===== src/rtl/jk_ff_bank.sv =====
// jk_ff_bank: a bank of WIDTH independent flip-flop channels. A 2-bit mode
// selects JK, D, T or SR behaviour for every channel at once.
// All state is registered on the rising edge of clk. Reset is synchronous
// and active-high.
// Optional feature: define JK_FF_BANK_TOGGLE_CNT_EN to build a saturating
// count of edges that altered q. Without it, toggle_cnt is tied to 0.

// Per-channel next-state logic. This block holds no state; the bank keeps
// the registers.
module jk_ff_lane (
  input  logic [1:0] mode,
  input  logic       j,
  input  logic       k,
  input  logic       q,
  output logic       q_nxt,
  output logic       sr_ill
);
  localparam logic [1:0] M_JK = 2'b00;
  localparam logic [1:0] M_D  = 2'b01;
  localparam logic [1:0] M_T  = 2'b10;

  // Select the next state for this channel from the current mode.
  always_comb begin
    q_nxt  = q;
    sr_ill = 1'b0;
    case (mode)
      M_JK:    q_nxt = (j & ~q) | (~k & q);
      M_D:     q_nxt = j;
      M_T:     q_nxt = q ^ j;
      default: begin
        // In SR mode, S=R=1 is illegal. The bit holds and the error is flagged.
        sr_ill = j & k;
        if (j & ~k)      q_nxt = 1'b1;
        else if (~j & k) q_nxt = 1'b0;
      end
    endcase
  end
endmodule

module jk_ff_bank #(
  parameter int               WIDTH   = 8,
  parameter int               CNT_W   = 16,
  parameter logic [WIDTH-1:0] RST_VAL = {WIDTH{1'b0}}
) (
  input  logic             clk,
  input  logic             reset,
  input  logic             en,
  input  logic [1:0]       mode,
  input  logic [WIDTH-1:0] j,
  input  logic [WIDTH-1:0] k,
  input  logic             clr_err,
  output logic [WIDTH-1:0] q,
  output logic [WIDTH-1:0] q_n,
  output logic             changed,
  output logic             sr_err,
  output logic [CNT_W-1:0] toggle_cnt
);
  logic [WIDTH-1:0] q_nxt;
  logic [WIDTH-1:0] sr_ill;
  logic             diff;
  logic             sr_hit;

  // Each channel has its own next-state slice.
  for (genvar i = 0; i < WIDTH; i++) begin : g_lane
    jk_ff_lane u_lane (
      .mode   (mode),
      .j      (j[i]),
      .k      (k[i]),
      .q      (q[i]),
      .q_nxt  (q_nxt[i]),
      .sr_ill (sr_ill[i])
    );
  end

  assign diff   = en & (q_nxt != q);
  assign sr_hit = en & (|sr_ill);
  assign q_n    = ~q;

  // Channel state and the one-cycle changed flag.
  always_ff @(posedge clk) begin
    if (reset) begin
      q       <= RST_VAL;
      changed <= 1'b0;
    end else begin
      if (en) q <= q_nxt;
      changed <= diff;
    end
  end

  // Sticky SR error. A fresh error wins over clr_err. The clear also works while en=0.
  always_ff @(posedge clk) begin
    if (reset)        sr_err <= 1'b0;
    else if (sr_hit)  sr_err <= 1'b1;
    else if (clr_err) sr_err <= 1'b0;
  end

`ifdef JK_FF_BANK_TOGGLE_CNT_EN
  logic [CNT_W-1:0] cnt_r;

  // Count edges that altered q. The counter sticks at all-ones.
  always_ff @(posedge clk) begin
    if (reset)                     cnt_r <= '0;
    else if (diff && !(&cnt_r))    cnt_r <= cnt_r + 1'b1;
  end

  assign toggle_cnt = cnt_r;
`else
  assign toggle_cnt = '0;
`endif
endmodule


===== config.mk =====
export PLATFORM = sky130hd
export DESIGN_NAME = jk_ff_bank
export DESIGN_NICKNAME = d
export VERILOG_FILES = /design/src/rtl/jk_ff_bank.sv
export SDC_FILE = /design/constraint.sdc
export NUM_CORES = 1
export LEC_CHECK = 0
export BUFFER_PORTS_ARGS = -buffer_cell sky130_fd_sc_hd__buf_2
export CELL_PAD_IN_SITES_DETAIL_PLACEMENT = 1
export CELL_PAD_IN_SITES_GLOBAL_PLACEMENT = 2
export CORE_UTILIZATION = 25
export DETAILED_ROUTE_END_ITERATION = 16
export HOLD_SLACK_MARGIN = 0.1
export PLACE_DENSITY_LB_ADDON = 0.1
export SLEW_MARGIN = 10
export SYNTH_ARGS = -nofsm -noshare
export SYNTH_HDL_FRONTEND = slang
export SYNTH_HIERARCHICAL = 1
export SYNTH_SLANG_ARGS = --single-unit

===== constraint.sdc =====
create_clock -name clk -period 2.2 [get_ports clk]
set_input_delay 0 -clock clk [delete_from_list [all_inputs] [get_ports clk]]
set_output_delay 0 -clock clk [all_outputs]
set_load 0.1 [all_outputs]

==> results of run 1 <==
==> Yosys cell counts <==
library cell / number / share of area [%]
sky130_fd_sc_hd__inv_1: 24 / 7.8
sky130_fd_sc_hd__nor2_1: 24 / 7.8
sky130_fd_sc_hd__buf_4: 16 / 10
sky130_fd_sc_hd__dfxtp_1: 10 / 17
sky130_fd_sc_hd__a21oi_2: 8 / 6.1
sky130_fd_sc_hd__and2b_1: 8 / 5.2
sky130_fd_sc_hd__mux2i_1: 8 / 6.9
sky130_fd_sc_hd__nand2_1: 8 / 2.6
sky130_fd_sc_hd__nand3_1: 8 / 3.5
sky130_fd_sc_hd__o211ai_2: 8 / 8.7
sky130_fd_sc_hd__o32ai_1: 8 / 6.1
sky130_fd_sc_hd__or2b_1: 8 / 5.2
sky130_fd_sc_hd__xor2_1: 8 / 6.1
sky130_fd_sc_hd__a21oi_1: 2 / 0.87
sky130_fd_sc_hd__nand2b_1: 2 / 1.1
sky130_fd_sc_hd__nor4_1: 2 / 1.1
sky130_fd_sc_hd__buf_2: 1 / 0.43
sky130_fd_sc_hd__clkbuf_1: 1 / 0.33
sky130_fd_sc_hd__conb_1: 1 / 0.33
sky130_fd_sc_hd__o21ai_1: 1 / 0.43
sky130_fd_sc_hd__or4_1: 1 / 0.65
sky130_fd_sc_hd__or4_4: 1 / 0.98
==> layout make-up <==
cell class | instances | area, um2
inverter | 24 | 90.1
clock buffer | 4 | 55.1
tap | 52 | 65.1
multi-input combinational | 121 | 790
sequential | 10 | 200
fill | 562 | 2960
timing repair buffer | 42 | 225
==> critical path, stage by stage <==
cell                            delay [ps]
sky130_fd_sc_hd__buf_2                 260
sky130_fd_sc_hd__nand3_1               180
sky130_fd_sc_hd__nor2_1                 60
sky130_fd_sc_hd__or4_1                 530
sky130_fd_sc_hd__o21ai_1               200
sky130_fd_sc_hd__a21oi_1                80
sky130_fd_sc_hd__dlygate4sd3_1         560
==> where the power goes <==
group / total (mW) / leakage [nW] / internal (mW) / switching [mW]
Sequential: 0.216 / 0.0825 / 0.194 / 0.0215
Combinational: 0.476 / 0.613 / 0.0910 / 0.385
Clock: 0.233 / 0.0288 / 0.158 / 0.0756
Total: 0.925 / 0.724 / 0.443 / 0.482
==> kinds of logic (layout without fill, tap and decap cells) <==
logic type | Yosys count | count (layout) | share of synthesized area [%]
compound gates | 27 | 27 | 22.2
xor+xnor | 8 | 8 | 6.08
buf+inv | 42 | 70 | 19.0
flops | 10 | 10 | 17.4
mux | 8 | 8 | 6.95
other cells | 1 | 16 | 0.325
simple gates | 62 | 62 | 28.1
==> metal layers <==
layer	up-vias	global-route usage (%)	part of all wire, %
met5	-	0	0
met4	0	7.33	2.1
met3	6	1.73	4.0
met2	33	23.0	52
met1	530	13.3	42
li1	579	-	-
==> sequential cells by signal (all words and copies together), names as in the netlist <==
name / count
q: 8
changed: 1
sr_err: 1
==> how the worst max path moves through the flow <==
| stage | from | depth (start not counted) | slack (ps) | endpoint |
|---|---|---|---|---|
| 6_report | mode[1] | 7 | 430 | sr_err |
| 5_1_grt | mode[0] | 7 | 340 | sr_err |
| 4_1_cts | mode[1] | 7 | 420 | sr_err |
| 3_5_place_dp | mode[1] | 7 | 530 | changed |
| 3_3_place_gp | mode[1] | 7 | 610 | changed |
| 2_1_floorplan | q[7] | 6 | 80 | changed |
==> implementation parameters, run 1 <==
Parameter                              Value

Placed design
  Post-placement cell area ... 1340 um2
  Placed cells ... 246
  Count of buffers inserted at the top-level ports ... 39
  Weighted congestion at the end of routability-driven global placement ... 0.802
  Final HPWL from detailed placement ... 2.30 mm
  Worst setup slack after placement ... 534 ps

Routing
  Average wire length per cell after detail routing ... 11.8 um
  Number of remaining DRC errors ... 0
  Vias ... 1148
  Post-detailed-routing wire length ... 2.98 mm
  Number of DRC violations after detailed-routing iteration 0 ... 25
  TritonRoute pass-1 iters ... 2
  Vias per cell ... 4.54
  Antenna Violating Nets Remaining ... 0

Cells and area
  Commonest non-fill, non-tap cell in the layout ... sky130_fd_sc_hd__buf_2
  Final design utilization ... 32.5%
  Non-filler instance count after layout ... 253
  Layout overhead on the synthesized area ... 23.7%
  Most frequent cells in the layout ... sky130_fd_sc_hd__buf_2, sky130_fd_sc_hd__inv_1, sky130_fd_sc_hd__nor2_1
  Nets ... 224
  Layout cell share with drive strength beyond 1 ... 29.9%
  Post-route cell area ... 1430 um2
  Ant. Diodes ... 0

Synthesis
  Post-synth cell types ... 22
  Synthesis-stage register bit count ... 10
  Synthesized area divided by synthesized cell count ... 7.29 um2
  Sequential element share of the synthesized area ... 17.4%
  Area of the mapped netlist ... 1150 um2
  Number of warnings issued by yosys ... 6
  Synthesized instance count ... 158

Floorplanning
  Die Y ... 69.9 um
  Die outline area ... 4880 um2
  Starting Density ... 26.3%
  Die X ... 69.9 um
  Total I/O pin count ... 56
  Core Box Area ... 4380 um2
  FP Rows ... 24

Clock network
  Number of buffers added by the clock tree synthesis step ... 3
  Buffers inserted by post-CTS timing repair ... 0
  Maximum buffer depth of the clock tree ... 2
  H-tree lvl count ... 1
  Clk Tree Root Cell ... sky130_fd_sc_hd__clkbuf_8
  Hold buffer count at cts ... 3
  Clk sink count ... 10
  CTS-repair resized insts ... 0
  Clock tree from TritonCTS ... done
  Register clock-pin slew on the reported worst setup and hold paths ... 50 ps
  Insertion delay to the later sink of the worst-skew pair ... 240 ps

Hold path
  Hold-critical path depth ... 3
  Endpoint with the worst hold slack ... changed
  Worst Hold Launch ... en
  Type of the most critical hold path ... in -> reg

STA
  Setup repair after global routing missed its margin ... false
  Total count of max-transition violations in the final report ... 0
  Final setup violation count ... 0
  Post-Route Hold Slack ... 148 ps
  Crit path time final ... 1770 ps
  Layout Skew ... 2.50 ps
  Upper clock frequency limit ... 566 MHz
  Final Cycle Share ... 80.3%
  Final critical-path setup slack ... 433 ps
  Sum Neg Setup Slack ... 0 ps
  Final hold viol count ... 0

Setup path
  Category of the critical setup timing path ... in -> reg
  CP arrival ... 1890 ps
  Kind of launch point of the worst setup path ... primary input
  Setup slack of the most critical reg-to-reg path ... 600 ps
  Peak fanout along the critical path ... 32
  Critical R2R Capture ... changed
  Depth of the most critical reg-to-reg path ... 6
  Critical Path Sink Type ... flop
  Reg2reg start ... q[0]
  Worst endpoint required time ... 2320 ps

Outcome
  Run status ... complete, no violations

Global route
  Wire length of the first global-routing pass ... 4.93 mm
  Grt total ovfl ... 0
  Initial antenna violation count ... 0
  Vias in the first global route ... 1126
  Global routing usage summed across all routing layers ... 12.4%
  Maximum number of pins on one net before global-route repair ... 33

Power
  Total power consumption of the routed design ... 0.925 mW
  Static leakage ... 0.724 nW
  Power density of the placed cells ... 649 nW/um2
  Maximum vdd ir drop ... 0.264 mV

Job
  Max Cap Viol ... 0
No activity file was read; power rests on OpenSTA's default activity.
==> inputs of run 2 (changes only) <==
--- a/config.mk
+++ b/config.mk
@@ -8,7 +8,7 @@
 export BUFFER_PORTS_ARGS = -buffer_cell sky130_fd_sc_hd__buf_2
 export CELL_PAD_IN_SITES_DETAIL_PLACEMENT = 1
 export CELL_PAD_IN_SITES_GLOBAL_PLACEMENT = 2
-export CORE_UTILIZATION = 25
+export CORE_UTILIZATION = 21
 export DETAILED_ROUTE_END_ITERATION = 16
 export HOLD_SLACK_MARGIN = 0.1
 export PLACE_DENSITY_LB_ADDON = 0.1
==> constraint.sdc (replaced) <==
create_clock -name clk -period 1.6 [get_ports clk]
set_input_delay 0 -clock clk [delete_from_list [all_inputs] [get_ports clk]]
set_output_delay 0 -clock clk [all_outputs]
set_load 0.1 [all_outputs]
==> implementation parameters, run 2 (synthesis gave the netlist of run 1 again) <==
Parameter                              Value

Floorplanning
  FP Rows ... 26
  Core Box Area ... 5200 um2
  Starting Density ... 22.1%
  Total I/O pin count ... 56
  Die outline area ... 5790 um2
  Die Y ... 76.1 um
  Die X ... 76.1 um

Routing
  Vias ... 1143
  Number of remaining DRC errors ... 0
  Average wire length per cell after detail routing ... 11.3 um
  Antenna Violating Nets Remaining ... 0
  Vias per cell ... 4.22
  Number of DRC violations after detailed-routing iteration 0 ... 11
  Post-detailed-routing wire length ... 3.05 mm
  TritonRoute pass-1 iters ... 4

Cells and area
  Layout cell share with drive strength beyond 1 ... 35.3%
  Fill cell count ... 665
  Ant. Diodes ... 0
  Commonest non-fill, non-tap cell in the layout ... sky130_fd_sc_hd__buf_2
  Layout overhead on the synthesized area ... 30.0%
  Registers with the highest flip-flop counts ... q (8), changed (1), sr_err (1)
  Flip-flop count of the largest register, all copies and words added ... 8
  Nets ... 224
  Register with the most flip-flops ... q
  Most frequent cells in the layout ... sky130_fd_sc_hd__buf_2, sky130_fd_sc_hd__inv_1, sky130_fd_sc_hd__nor2_1

Clock network
  Clock tree from TritonCTS ... done
  Insertion delay to the later sink of the worst-skew pair ... 240 ps
  H-tree lvl count ... 1
  Number of buffers added by the clock tree synthesis step ... 3
  Maximum buffer depth of the clock tree ... 2
  Clk sink count ... 10
  Buffers inserted by post-CTS timing repair ... 0
  Register clock-pin slew on the reported worst setup and hold paths ... 50 ps
  Clk Tree Root Cell ... sky130_fd_sc_hd__clkbuf_8

Placed design
  Weighted congestion at the end of routability-driven global placement ... 0.714
  Worst setup slack after placement ... -16.9 ps
  Final HPWL from detailed placement ... 2.37 mm
  Count of buffers inserted at the top-level ports ... 39

Global route
  Vias in the first global route ... 1126
  Wire length of the first global-routing pass ... 5.18 mm
  Global routing usage summed across all routing layers ... 10.7%
  Grt total ovfl ... 0
  Maximum number of pins on one net before global-route repair ... 33
  Initial antenna violation count ... 0

Setup path
  Category of the critical setup timing path ... reg -> reg
  Peak fanout along the critical path ... 7
  Kind of launch point of the worst setup path ... flop
  Depth of the most critical reg-to-reg path ... 6
  Critical Path Sink Type ... flop
  CP arrival ... 1560 ps
  Worst endpoint required time ... 1710 ps

STA
  Crit path time final ... 1450 ps
  Final Cycle Share ... 90.5%
  Final hold viol count ... 0
  Total count of max-transition violations in the final report ... 0
  Final setup violation count ... 0
  Upper clock frequency limit ... 691 MHz
  Layout Skew ... 9.88 ps
  Setup repair after global routing missed its margin ... false
  Final critical-path setup slack ... 152 ps
  Post-Route Hold Slack ... 159 ps
  Sum Neg Setup Slack ... 0 ps

Job
  Max Cap Viol ... 0

Power
  Maximum vdd ir drop ... 0.302 mV
  Static leakage ... 0.731 nW
  Power density of the placed cells ... 823 nW/um2

Hold path
  Type of the most critical hold path ... in -> reg
  Hold-critical path depth ... 3

Outcome
  Run status ... complete, no violations
[run 2: repair_timing]
item,in CTS,in global routing
hold buffers,2,0
resized for setup,0,3
endpoints found under the setup margin,0,1
hold endpoints to repair,9,0
[run 2: report_power, final]
group / switching, mW / leakage, nW / total [mW] / internal [mW]
clock network: 0.0975 / 0.0228 / 0.272 / 0.174
registers: 0.0297 / 0.0879 / 0.295 / 0.265
logic: 0.535 / 0.620 / 0.667 / 0.132
total: 0.662 / 0.731 / 1.23 / 0.571
[run 2: critical path, cell delays in order, from the launching register on]
cell	delay, ps
sky130_fd_sc_hd__dfxtp_4	380
sky130_fd_sc_hd__nand2_1	60
sky130_fd_sc_hd__o32ai_1	270
sky130_fd_sc_hd__a21oi_2	80
sky130_fd_sc_hd__xor2_1	160
sky130_fd_sc_hd__nor4_2	280
sky130_fd_sc_hd__a21oi_1	90
[run 2: through the flow]
| stage | area, um2 | cells | power [mW] | utilization, % |
|---|---|---|---|---|
| finish | 1500 | 271 | 1.23 | 28.8 |
| floorplan | 1240 | 173 | 0.869 | - |
| global route | 1500 | 271 | 1.30 | 28.8 |
| global placement | 1410 | 265 | 0.949 | 27.1 |
| CTS | 1480 | 271 | 1.24 | 28.4 |
| detailed placement | 1410 | 265 | 0.957 | 27.1 |
[run 2: area by class of cell]
| class | instances | area [um2] | share of cell area (%) |
|---|---|---|---|
| Clock buffer | 4 | 45.0 | 3.01 |
| Inverter | 24 | 90.1 | 6.02 |
| Multi-Input combinational cell | 121 | 810 | 54.1 |
| Sequential cell | 10 | 230 | 15.4 |
| Tap cell | 70 | 87.6 | 5.85 |
| Timing Repair Buffer | 42 | 235 | 15.7 |
[run 2: path summary, 6_finish.rpt]
check / start / endpoint / slack (ps)
max: q[7] / changed / 150
min: en / changed / 160
min reg2reg: sr_err / sr_err / 470
max reg2reg: q[7] / changed / 150
[run 2: per-layer routing]
layer / share of wire [%] / vias up / GRT usage [%]
li1: - / 576 / -
met1: 44 / 538 / 13.0
met2: 52 / 27 / 19.7
met3: 3.5 / 2 / 1.80
met4: 0.20 / 0 / 1.73
met5: 0 / - / 0
==> inputs of run 3 (changes only) <==
--- a/config.mk
+++ b/config.mk
@@ -8,6 +8,7 @@
 export BUFFER_PORTS_ARGS = -buffer_cell sky130_fd_sc_hd__buf_2
 export CELL_PAD_IN_SITES_DETAIL_PLACEMENT = 1
 export CELL_PAD_IN_SITES_GLOBAL_PLACEMENT = 2
+export CORE_MARGIN = 5
 export CORE_UTILIZATION = 21
 export DETAILED_ROUTE_END_ITERATION = 16
 export HOLD_SLACK_MARGIN = 0.1
==> implementation parameters, run 3 (synthesis gave the netlist of run 1 again) <==
Parameter                              Value

Outcome
  Run status ... complete, no violations

Cells and area
  Layout cell share with drive strength beyond 1 ... 34.8%
  Registers with the highest flip-flop counts ... q (8), changed (1), sr_err (1)
  Layout overhead on the synthesized area ... 29.4%
  Storage element area ... 230 um2
  Flip-flop count of the largest register, all copies and words added ... 8
  Final design utilization ... 27.6%
  Most frequent cells in the layout ... sky130_fd_sc_hd__buf_2, sky130_fd_sc_hd__inv_1, sky130_fd_sc_hd__nor2_1
  Register with the most flip-flops ... q
  Post-route cell area ... 1490 um2
  Commonest non-fill, non-tap cell in the layout ... sky130_fd_sc_hd__buf_2
  Area of the multi-input gates ... 797 um2
  Nets ... 225
  Ant. Diodes ... 0
  Fill cell count ... 695

Power
  Power density of the placed cells ... 817 nW/um2
  Maximum vdd ir drop ... 0.316 mV
  Total power consumption of the routed design ... 1.22 mW
  Cell-internal power ... 0.561 mW
  Sequential Power Share ... 24.3%
  Sw frac ... 54.0%
  Combinational power share ... 54.4%
  Part of the total power dissipated in the clock network ... 21.3%
  Static leakage ... 0.734 nW
  P_sw ... 0.658 mW

Floorplanning
  Die Y ... 84.1 um
  FP Rows ... 27
  Starting Density ... 21.3%
  Total I/O pin count ... 56
  Core Box Area ... 5410 um2
  Die outline area ... 7070 um2
  Die X ... 84.1 um

Routing
  TritonRoute pass-1 iters ... 2
  Vias per cell ... 4.25
  Average wire length per cell after detail routing ... 12.1 um
  Antenna Violating Nets Remaining ... 0
  Post-detailed-routing wire length ... 3.31 mm
  Vias ... 1160
  Number of remaining DRC errors ... 0
  Number of DRC violations after detailed-routing iteration 0 ... 24

Setup path
  Kind of launch point of the worst setup path ... flop
  Peak fanout along the critical path ... 7
  Critical Path Sink Type ... flop
  Worst endpoint required time ... 1710 ps
  CP arrival ... 1590 ps
  Category of the critical setup timing path ... reg -> reg

Global route
  Vias in the first global route ... 1290
  Initial antenna violation count ... 0
  Global routing usage summed across all routing layers ... 9.94%
  Maximum number of pins on one net before global-route repair ... 33
  Grt total ovfl ... 0
  Wire length of the first global-routing pass ... 5.85 mm

Clock network
  Maximum buffer depth of the clock tree ... 2
  H-tree lvl count ... 1
  Register clock-pin slew on the reported worst setup and hold paths ... 40 ps
  Clk Tree Root Cell ... sky130_fd_sc_hd__clkbuf_8
  Clk sink count ... 10
  Clock tree from TritonCTS ... done
  Insertion delay to the later sink of the worst-skew pair ... 230 ps
  Buffers inserted by post-CTS timing repair ... 0
  Number of buffers added by the clock tree synthesis step ... 3

STA
  Setup repair after global routing missed its margin ... false
  Sum Neg Setup Slack ... 0 ps
  Final hold viol count ... 0
  Crit path time final ... 1480 ps
  Upper clock frequency limit ... 676 MHz
  Total count of max-transition violations in the final report ... 0
  Layout Skew ... 4.39 ps
  Final Cycle Share ... 92.4%
  Final setup violation count ... 0

Placed design
  Final HPWL from detailed placement ... 2.63 mm
  Weighted congestion at the end of routability-driven global placement ... 0.719
  Count of buffers inserted at the top-level ports ... 39
  Post-placement cell area ... 1420 um2

Job
  Max Cap Viol ... 0

Hold path
  Type of the most critical hold path ... in -> reg
-- run 3: stage by stage --
step / hold slack [ps] / std cells / setup WS, ps
after CTS: 151 / 273 / 115
after global placement: 282 / 268 / 20.8
after detailed placement: 293 / 268 / -11.5
after floorplan: 182 / 173 / 32.5
after global routing: 171 / 273 / 10.3
final: 155 / 273 / 121
-- run 3: power by group through the flow --
stage                     clock, mW  combinational [mW]  sequential (mW)
final                         0.259               0.663            0.296
after global placement            0               0.655            0.299
after global routing          0.286               0.702            0.302
after floorplan                   0               0.448            0.421
after detailed placement          0               0.662            0.301
after CTS                     0.283               0.667            0.296
-- run 3: layout make-up --
class / instances / area share (%)
sequential: 10 / 15.4
clock buffer: 3 / 2.77
timing repair buffer: 43 / 16.3
tap: 72 / 6.04
multi-input combinational: 121 / 53.4
inverter: 24 / 6.04
-- run 3: worst max-delay path, cell delays in order, from the launching register on --
cell                      delay, ps
sky130_fd_sc_hd__dfxtp_4        380
sky130_fd_sc_hd__nand2_1         60
sky130_fd_sc_hd__o32ai_1        280
sky130_fd_sc_hd__a21oi_2         80
sky130_fd_sc_hd__xor2_1         160
sky130_fd_sc_hd__nor4_1         300
sky130_fd_sc_hd__a21oi_1        100
-- run 3: final timing paths --
path               start       to  slack (ps)  depth (start not counted)
setup / recovery    q[6]  changed         120                          6
hold / removal        en  changed         150                          3
setup reg to reg    q[6]  changed         120                          6
hold reg to reg   sr_err   sr_err         480                          2
-- run 3: layer usage --
metal	up-vias	routed length, um	global-route usage (%)
li1	580	-	-
met1	547	1340	11.3
met2	31	1770	18.7
met3	2	161	0.790
met4	0	35	4.39
met5	-	0	0
-- run 3: timing repair --
action | 4_1_cts | 5_1_grt
hold endpoints to repair | 8 | 0
hold buffers | 2 | 0
endpoints found under the setup margin | 0 | 1
resized for setup | 0 | 1
